[config.mk]
export PLATFORM = sky130hd
export DESIGN_NAME = fetch_queue_unit
export DESIGN_NICKNAME = d
export VERILOG_FILES = /design/src/rtl/fetch_queue_unit.sv
export SDC_FILE = /design/constraint.sdc
export NUM_CORES = 1
export LEC_CHECK = 0
export CAP_MARGIN = 20
export CORE_ASPECT_RATIO = 2
export CORE_UTILIZATION = 30
export DETAILED_ROUTE_END_ITERATION = 10
export HOLD_SLACK_MARGIN = 0.08
export SETUP_SLACK_MARGIN = 0.02
export SLEW_MARGIN = 0
export SYNTH_ARGS = -nofsm -noshare
export SYNTH_HDL_FRONTEND = slang
export SYNTH_SLANG_ARGS = --single-unit
[constraint.sdc]
create_clock -name clk -period 7.5 [get_ports clk]
set_clock_uncertainty 0.2 [all_clocks]
set_input_delay 1.5 -clock clk [delete_from_list [all_inputs] [get_ports clk]]
set_output_delay 1.5 -clock clk [all_outputs]
set_load 0.01 [all_outputs]
[src/rtl/fetch_queue_unit.sv]
// Instruction fetch front end: issues sequential fetches, buffers responses in a
// circular queue for decode, and flushes/refetches on redirect or reset.
module fetch_queue_unit #(
    parameter int               XLEN        = 32,
    parameter int               QUEUE_DEPTH = 4,
    parameter logic [XLEN-1:0]  RESET_PC    = 32'h0000_0000
) (
    input  logic                           clk,
    input  logic                           resetN,
    output logic [XLEN-1:0]                imemAddress,
    output logic                           imemReadEnable,
    input  logic [31:0]                    imemInstruction,
    input  logic                           redirectValid,
    input  logic [XLEN-1:0]                redirectTarget,
    input  logic                           decodeReady,
    output logic                           decodeValid,
    output logic [31:0]                    decodeInstruction,
    output logic [XLEN-1:0]                decodePc,
    output logic [$clog2(QUEUE_DEPTH):0]   queueCount
);

    localparam int PW = $clog2(QUEUE_DEPTH);
    localparam int CW = PW + 1;

    logic [XLEN-1:0] r_fetch_pc;
    logic [XLEN-1:0] r_flight_pc;
    logic            r_in_flight;
    logic [PW-1:0]   r_head;
    logic [PW-1:0]   r_tail;
    logic [CW-1:0]   r_count;
    logic [31:0]     r_q_instr [QUEUE_DEPTH];
    logic [XLEN-1:0] r_q_pc    [QUEUE_DEPTH];

    logic            w_not_empty;
    logic            w_pop;
    logic            w_req;
    logic            w_push;
    logic [CW-1:0]   w_occupancy;
    logic [XLEN-1:0] w_redirect_pc;

    assign w_not_empty   = (r_count != {CW{1'b0}});
    assign w_pop         = w_not_empty & decodeReady;
    // Occupancy counts the in-flight slot so a response always has room to land.
    assign w_occupancy   = r_count + CW'(r_in_flight) - CW'(w_pop);
    assign w_req         = resetN & ~redirectValid & (w_occupancy < CW'(QUEUE_DEPTH));
    assign w_push        = resetN & ~redirectValid & r_in_flight;
    assign w_redirect_pc = redirectTarget & ~XLEN'(2'b11);

    assign imemAddress       = r_fetch_pc;
    assign imemReadEnable    = w_req;
    assign decodeValid       = w_not_empty;
    assign decodeInstruction = w_not_empty ? r_q_instr[r_head] : 32'd0;
    assign decodePc          = w_not_empty ? r_q_pc[r_head] : {XLEN{1'b0}};
    assign queueCount        = r_count;

    // Control state; a redirect drops the pending response simply by not pushing it.
    always_ff @(posedge clk) begin
        if (!resetN) begin
            r_fetch_pc  <= RESET_PC;
            r_flight_pc <= {XLEN{1'b0}};
            r_in_flight <= 1'b0;
            r_head      <= {PW{1'b0}};
            r_tail      <= {PW{1'b0}};
            r_count     <= {CW{1'b0}};
        end else if (redirectValid) begin
            r_fetch_pc  <= w_redirect_pc;
            r_in_flight <= 1'b0;
            r_head      <= {PW{1'b0}};
            r_tail      <= {PW{1'b0}};
            r_count     <= {CW{1'b0}};
        end else begin
            r_in_flight <= w_req;
            if (w_req) begin
                r_flight_pc <= r_fetch_pc;
                r_fetch_pc  <= r_fetch_pc + XLEN'(3'd4);
            end
            if (w_push) begin
                r_tail <= r_tail + PW'(1'b1);
            end
            if (w_pop) begin
                r_head <= r_head + PW'(1'b1);
            end
            r_count <= w_occupancy;
        end
    end

    always_ff @(posedge clk) begin
        if (w_push) begin
            r_q_instr[r_tail] <= imemInstruction;
            r_q_pc[r_tail]    <= r_flight_pc;
        end
    end

endmodule
==> results_dict.tcl, run 1 <==
set metrics [dict create \
    slew_viol_final 0 \
    antenna_found_initial 1 \
    cp_top_family "buffers and inverters" \
    crit_top_cell "inv_1" \
    fin_crit_ns 6.13 \
    critPathKind "input pin to output pin" \
    end_kind "output pin" \
    synth_area_leaders "edfxtp_1 60%, dfxtp_1 11%, mux4_2 11%, and2_1 3.3%, nand2_1 2.1%" \
    ant_nets 0 \
    grt_pass1_wl_um 43400 \
    ir_drop_mv 0.142 \
    worstPathMaxFanout 13 \
    path_cells "clkdlybuf4s50_1 -> and2_1 -> ha_1 -> inv_1 -> ha_1 -> inv_1 -> fa_1 -> xnor3_1 -> buf_4 -> nand2_1 -> inv_1 -> clkdlybuf4s50_1" \
    grt_overflow_total 0 \
    ctsResizeCount 0 \
    synth_top_area_cell "edfxtp_1" \
    worstSetupStartpointType "input pin" \
    grt_use_met1_pct 14.6 \
    cts_hold_buf 0 \
    pwr_density_cell_mw_per_mm2 237 \
    die_h_um 291 \
    slowest_stage "clkdlybuf4s50_1" \
    cts_root_buf "clkbuf_16" \
    p_leak_nw 5.08 \
    nNetsFinal 1016 \
    port-buffer-count 162 \
    yosys.area.top_type_share_pct 59.5 \
    rsz0062_at_grt "no" \
    netlist_area_mm2 0.0125 \
    ys_types 44 \
    fmax_mhz 163 \
    hp-class "flip-flop to flip-flop" \
    cts_buffer_depth 3 \
    layoutNonFillerInstCount 1497 \
    netlist_instances 784 \
    min_period_over_period_pct 81.7 \
    cts.sinks 318 \
    wl_per_cell_um 19.0 \
    multi_input_area_mm2 0.00344 \
    seqCellArea_mm2 0.00886 \
    dr.pass1.iters 4 \
    synthTopCellsByCount "248 x edfxtp_1, 71 x nand2_1, 70 x dfxtp_1" \
    insertion_delay_ns 0.55 \
    ios 169 \
    slowest_delay_ns 0.54 \
    drive_gt1_share_pct 13.8 \
    post-dp-hpwl_um 17400 \
    grt_busiest_layer "met2" \
    grt_start_max_net_pins 64 \
    crit_buf_inv 6 \
    grt_use_met3_pct 1.84 \
    seq_area_frac_synth_pct 70.7 \
    synth_top_flop_cell "edfxtp_1" \
    die_area_mm2 0.0426 \
    status "finished, final reports clean" \
    synth_edf_count 248 \
    syn_area_per_cell_um2 16.0 \
    gp_congestion 0.811 \
    slew_headroom_pct 27.7 \
    synth-seq-cells 318 \
    antenna_cells 0 \
    vias 7010 \
    worst_pin_slew_ns 1.08 \
    n_fill_cell 3878 \
    cts_max_level 1 \
    cts_tree "built" \
    yosysMostFrequentCell "edfxtp_1" \
    async_reset_ff_share_pct 0 \
    coreArea_mm2 0.0411 \
    cts_buffers 28 \
    finalHoldViolCount 0 \
    tns_ns 0 \
    vias_per_cell 4.68 \
    drc 0 \
    fin_util_pct 38.1 \
    arrival_ns 4.43 \
    drv_cap 0 \
    drt_wl_total_um 28400 \
    area_delta_synth_final_pct 25.2 \
    cts.reportedPaths.clkPinSlew_ns 0.07 \
    ys_warn_count 0 \
    grt_pass1_vias 7407 \
    cts_setup_buffers 0 \
    grt_use_met2_pct 26.1 \
    setup_viol_count_final 0 \
    track_usage_pct 13.5 \
    dp.cells 1444 \
    required_ns 5.80 \
    start_util_pct 30.4 \
    drt_iter0_drc 247 \
    fp.dieW_um 146 \
    rows 105 \
]
[sequential cells by signal, indices dropped and copies added (netlist names), named ones only]
| name | flops |
|---|---|
| imemAddress | 30 |
| r_flight_pc | 30 |
| r_tail | 2 |
| r_q_instr | 128 |
| r_q_pc | 120 |
| r_head | 2 |
| r_in_flight | 1 |
| queueCount | 3 |
[through the flow]
stage	instance area [um^2]	setup WS [ns]	hold WS (ns)	total power (W)
finish	15700	1.37	0.298	0.00372
global route	15700	1.22	0.318	0.00385
CTS	15600	1.32	0.301	0.00377
detailed placement	14700	1.34	0.289	0.00233
global placement	14700	1.34	0.272	0.00232
floorplan	12500	2.31	0.260	0.00214
[worst reg2reg max path, cell delays in order, from the launching register on]
cell,delay (ns)
dfxtp_1,0.37
or3_2,0.48
and2_1,0.21
ha_1,0.27
inv_1,0.05
ha_1,0.12
inv_1,0.04
fa_1,0.42
xnor3_1,0.31
buf_4,0.23
nand2_1,0.12
buf_4,0.31
nor4_1,0.37
mux2_2,0.37
a21oi_1,0.13
[routing by layer]
layer,up-vias,wire [um]
li1,3281,-
met1,3487,10700
met2,191,15700
met3,51,1170
met4,0,810
met5,-,0
[final timing paths]
kind / startpoint / to / slack (ns) / cells after the start
worst min-delay path: r_flight_pc[22] / r_flight_pc[22] / 0.30 / 2
worst min register to register: r_flight_pc[22] / r_flight_pc[22] / 0.30 / 2
worst max-delay path: decodeReady / imemReadEnable / 1.37 / 12
worst max register to register: queueCount[1] / imemAddress[12] / 3.42 / 14
[cell usage in the layout, fill, tap and decap left out, types with 9 or more instances in the layout]
cell type        count
a21oi_1             18
and2_1              66
buf_4                9
clkbuf_16           30
clkdlybuf4s50_1    162
dfxtp_1             68
edfxtp_1           248
inv_1               12
mux4_2              62
nand2_1             71
nand3_1             46
nand4_1             13
nor2_1              19
nor3_1              10
o21ai_0             15
xnor2_1             14
xor2_1              10
[power breakdown]
| part | switching (W) | leakage (nW) | total, W | internal (W) |
|---|---|---|---|---|
| Combinational | 0.000148 | 1.79 | 0.000307 | 0.000159 |
| Sequential | 0.0000412 | 2.83 | 0.00197 | 0.00193 |
| Clock | 0.000652 | 0.457 | 0.00144 | 0.000785 |
| Total | 0.000841 | 5.08 | 0.00372 | 0.00288 |
[cell type report]
| class | count | area share, % |
|---|---|---|
| sequential | 318 | 56.6 |
| multi-input combinational | 408 | 22.0 |
| timing repair buffer | 172 | 11.0 |
| clock buffer | 38 | 5.27 |
| tap | 535 | 4.27 |
| clock inverter | 14 | 0.663 |
| inverter | 12 | 0.288 |
[cell families after synthesis]
kind of cell	after synthesis	share of synthesized area [%]
mux	66	11.5
xor+xnor	26	2.05
other cells	1	0.0300
simple gates	253	10.5
buf+inv	61	2.02
fa+ha+maj	8	0.860
compound gates	51	2.36
flops	318	70.7
Power figures use the tool's default switching activity.
==> run 2: changes to the inputs <==
Clock period 7.5 ns to 6.2 ns, I/O delays scaled along.
==> run 2 against run 1 <==
Combinational power up 20%; register-to-register slack got worse by 1.1 ns; core utilization is 0.11 points higher; final cell count barely moved; critical path type unchanged.
==> results_dict.tcl, run 2 (synthesized netlist as in run 1, its figures left out) <==
set metrics [dict create \
    pre_cts_ws_ns 0.761 \
    switching_share_pct 21.9 \
    end_kind "output pin" \
    drv_cap 0 \
    fin_crit_ns 5.40 \
    rr_endpoint "imemAddress[12]" \
    p_leak_nw 5.09 \
    vias_per_cell 4.71 \
    dp.cells 1444 \
    ios 169 \
    layout_common_cells "248 x edfxtp_1, 162 x clkdlybuf4s50_1, 71 x nand2_1" \
    required_ns 4.76 \
    ctsResizeCount 0 \
    total_power_w 0.00455 \
    drt_wl_total_um 28400 \
    cts_buffers 28 \
    finalHoldViolCount 0 \
    place_area_mm2 0.0147 \
    holdCritStartpoint "r_flight_pc[7]" \
    slew_viol_final 0 \
    status "finished, final reports clean" \
    drt_iter0_drc 312 \
    coreArea_mm2 0.0411 \
    cts_hold_buf 0 \
    ant_nets 0 \
    cts_buffer_depth 3 \
    nNetsFinal 1017 \
    drc 0 \
    pwr_density_cell_mw_per_mm2 290 \
    r2r-start "queueCount[1]" \
    gp_congestion 0.860 \
    start_util_pct 30.4 \
    power.internal_w 0.00355 \
    r2r_setup_slack_ns 2.36 \
    worst_pin_slew_ns 1.05 \
    grt_pass1_vias 7500 \
    min_period_over_period_pct 87.1 \
    vias 7058 \
    cts_root_buf "clkbuf_16" \
    area_delta_synth_final_pct 25.5 \
    drive_gt1_share_pct 13.3 \
    grt_start_max_net_pins 64 \
    tns_ns 0 \
    setup_viol_count_final 0 \
    grt_overflow_total 0 \
    rows 105 \
    slew_headroom_pct 30.1 \
    largestRegisters "r_q_instr (128), r_q_pc (120)" \
    clkPwrFrac_pct 39.4 \
    die_h_um 291 \
    fp.dieW_um 146 \
    antenna_cells 0 \
    fin_ws_ns 0.799 \
    p_comb_share_pct 8.1 \
    port-buffer-count 162 \
    worstSetupStartpointType "input pin" \
    cts.reportedPaths.clkPinSlew_ns 0.06 \
    arrival_ns 3.96 \
    cts.sinks 318 \
    rr_worst_depth 13 \
    largest_reg_flops 128 \
    grt_pass1_wl_um 43600 \
    die_area_mm2 0.0426 \
    cts_setup_buffers 0 \
    post-dp-hpwl_um 17600 \
    wl_per_cell_um 19.0 \
    fin_area_mm2 0.0157 \
    ir_drop_mv 0.176 \
    critPathKind "input pin to output pin" \
    largest-register "r_q_instr" \
    n_fill_cell 3906 \
    fmax_mhz 185 \
    dr.pass1.iters 6 \
    power_frac_seq_pct 52.5 \
    holdPathStages 2 \
    hp-class "flip-flop to flip-flop" \
    antenna_found_initial 1 \
    track_usage_pct 13.5 \
    insertion_delay_ns 0.55 \
    power.switching_w 0.000998 \
    hold_end "r_flight_pc[7]" \
    layoutNonFillerInstCount 1498 \
    cts_tree "built" \
    cts_max_level 1 \
    worstPathMaxFanout 3 \
    mostFrequentLayoutCell "edfxtp_1" \
    rsz0062_at_grt "no" \
]
## run 2: routing by layer
layer | track usage (%) | up-vias | routed length [um]
li1 | - | 3282 | -
met1 | 14.4 | 3549 | 10600
met3 | 1.90 | 46 | 1110
met4 | 5.18 | 0 | 803
met5 | 0 | - | 0
met2 | 26.3 | 181 | 15800
## run 2: per-stage QoR
| stage | utilization (%) | hold slack [ns] |
|---|---|---|
| floorplan | - | 0.260 |
| global placement | 35.8 | 0.275 |
| detailed placement | 35.8 | 0.285 |
| CTS | 38.1 | 0.296 |
| global route | 38.2 | 0.313 |
| finish | 38.2 | 0.294 |
## run 2: how the worst max path moves through the flow
stage	depth (start not counted)	endpoint	slack (ns)	from
finish	11	imemReadEnable	0.80	decodeReady
floorplan	10	imemReadEnable	1.53	decodeReady
global route	11	imemReadEnable	0.59	decodeReady
detailed placement	11	imemReadEnable	0.76	decodeReady
global placement	11	imemReadEnable	0.76	decodeReady
CTS	11	imemReadEnable	0.74	decodeReady
## run 2: area by class of cell
type	count	area, um^2	share of cell area, %
Timing Repair Buffer	173	1740	11.1
Multi-Input combinational cell	408	3440	21.9
Clock buffer	38	790	5.03
Clock inverter	14	164	1.04
Sequential cell	318	8860	56.4
Inverter	12	45.0	0.287
Tap cell	535	669	4.26
## run 2: worst max-delay path, cell delays in order
cell	delay [ns]
clkdlybuf4s50_1	0.54
and2_1	0.21
ha_1	0.24
inv_1	0.06
ha_1	0.13
inv_1	0.04
fa_1	0.42
xnor3_1	0.32
nand2_1	0.10
inv_1	0.12
clkdlybuf4s50_1	0.54
## run 2: power by group through the flow
stage / registers (W) / clock network [W] / logic, W
after floorplan: 0.00242 / 0 / 0.000171
after global placement: 0.00243 / 0 / 0.000373
after detailed placement: 0.00244 / 0 / 0.000377
after CTS: 0.00239 / 0.00185 / 0.000378
after global routing: 0.00239 / 0.00192 / 0.000402
final: 0.00239 / 0.00179 / 0.000369
==> run 3: changes to the inputs <==
Settings changed: SETUP_SLACK_MARGIN 0.02 to not set.
==> results of run 3 <==
Same layout as run 2: the final DEF is identical, and so are final timing and power.
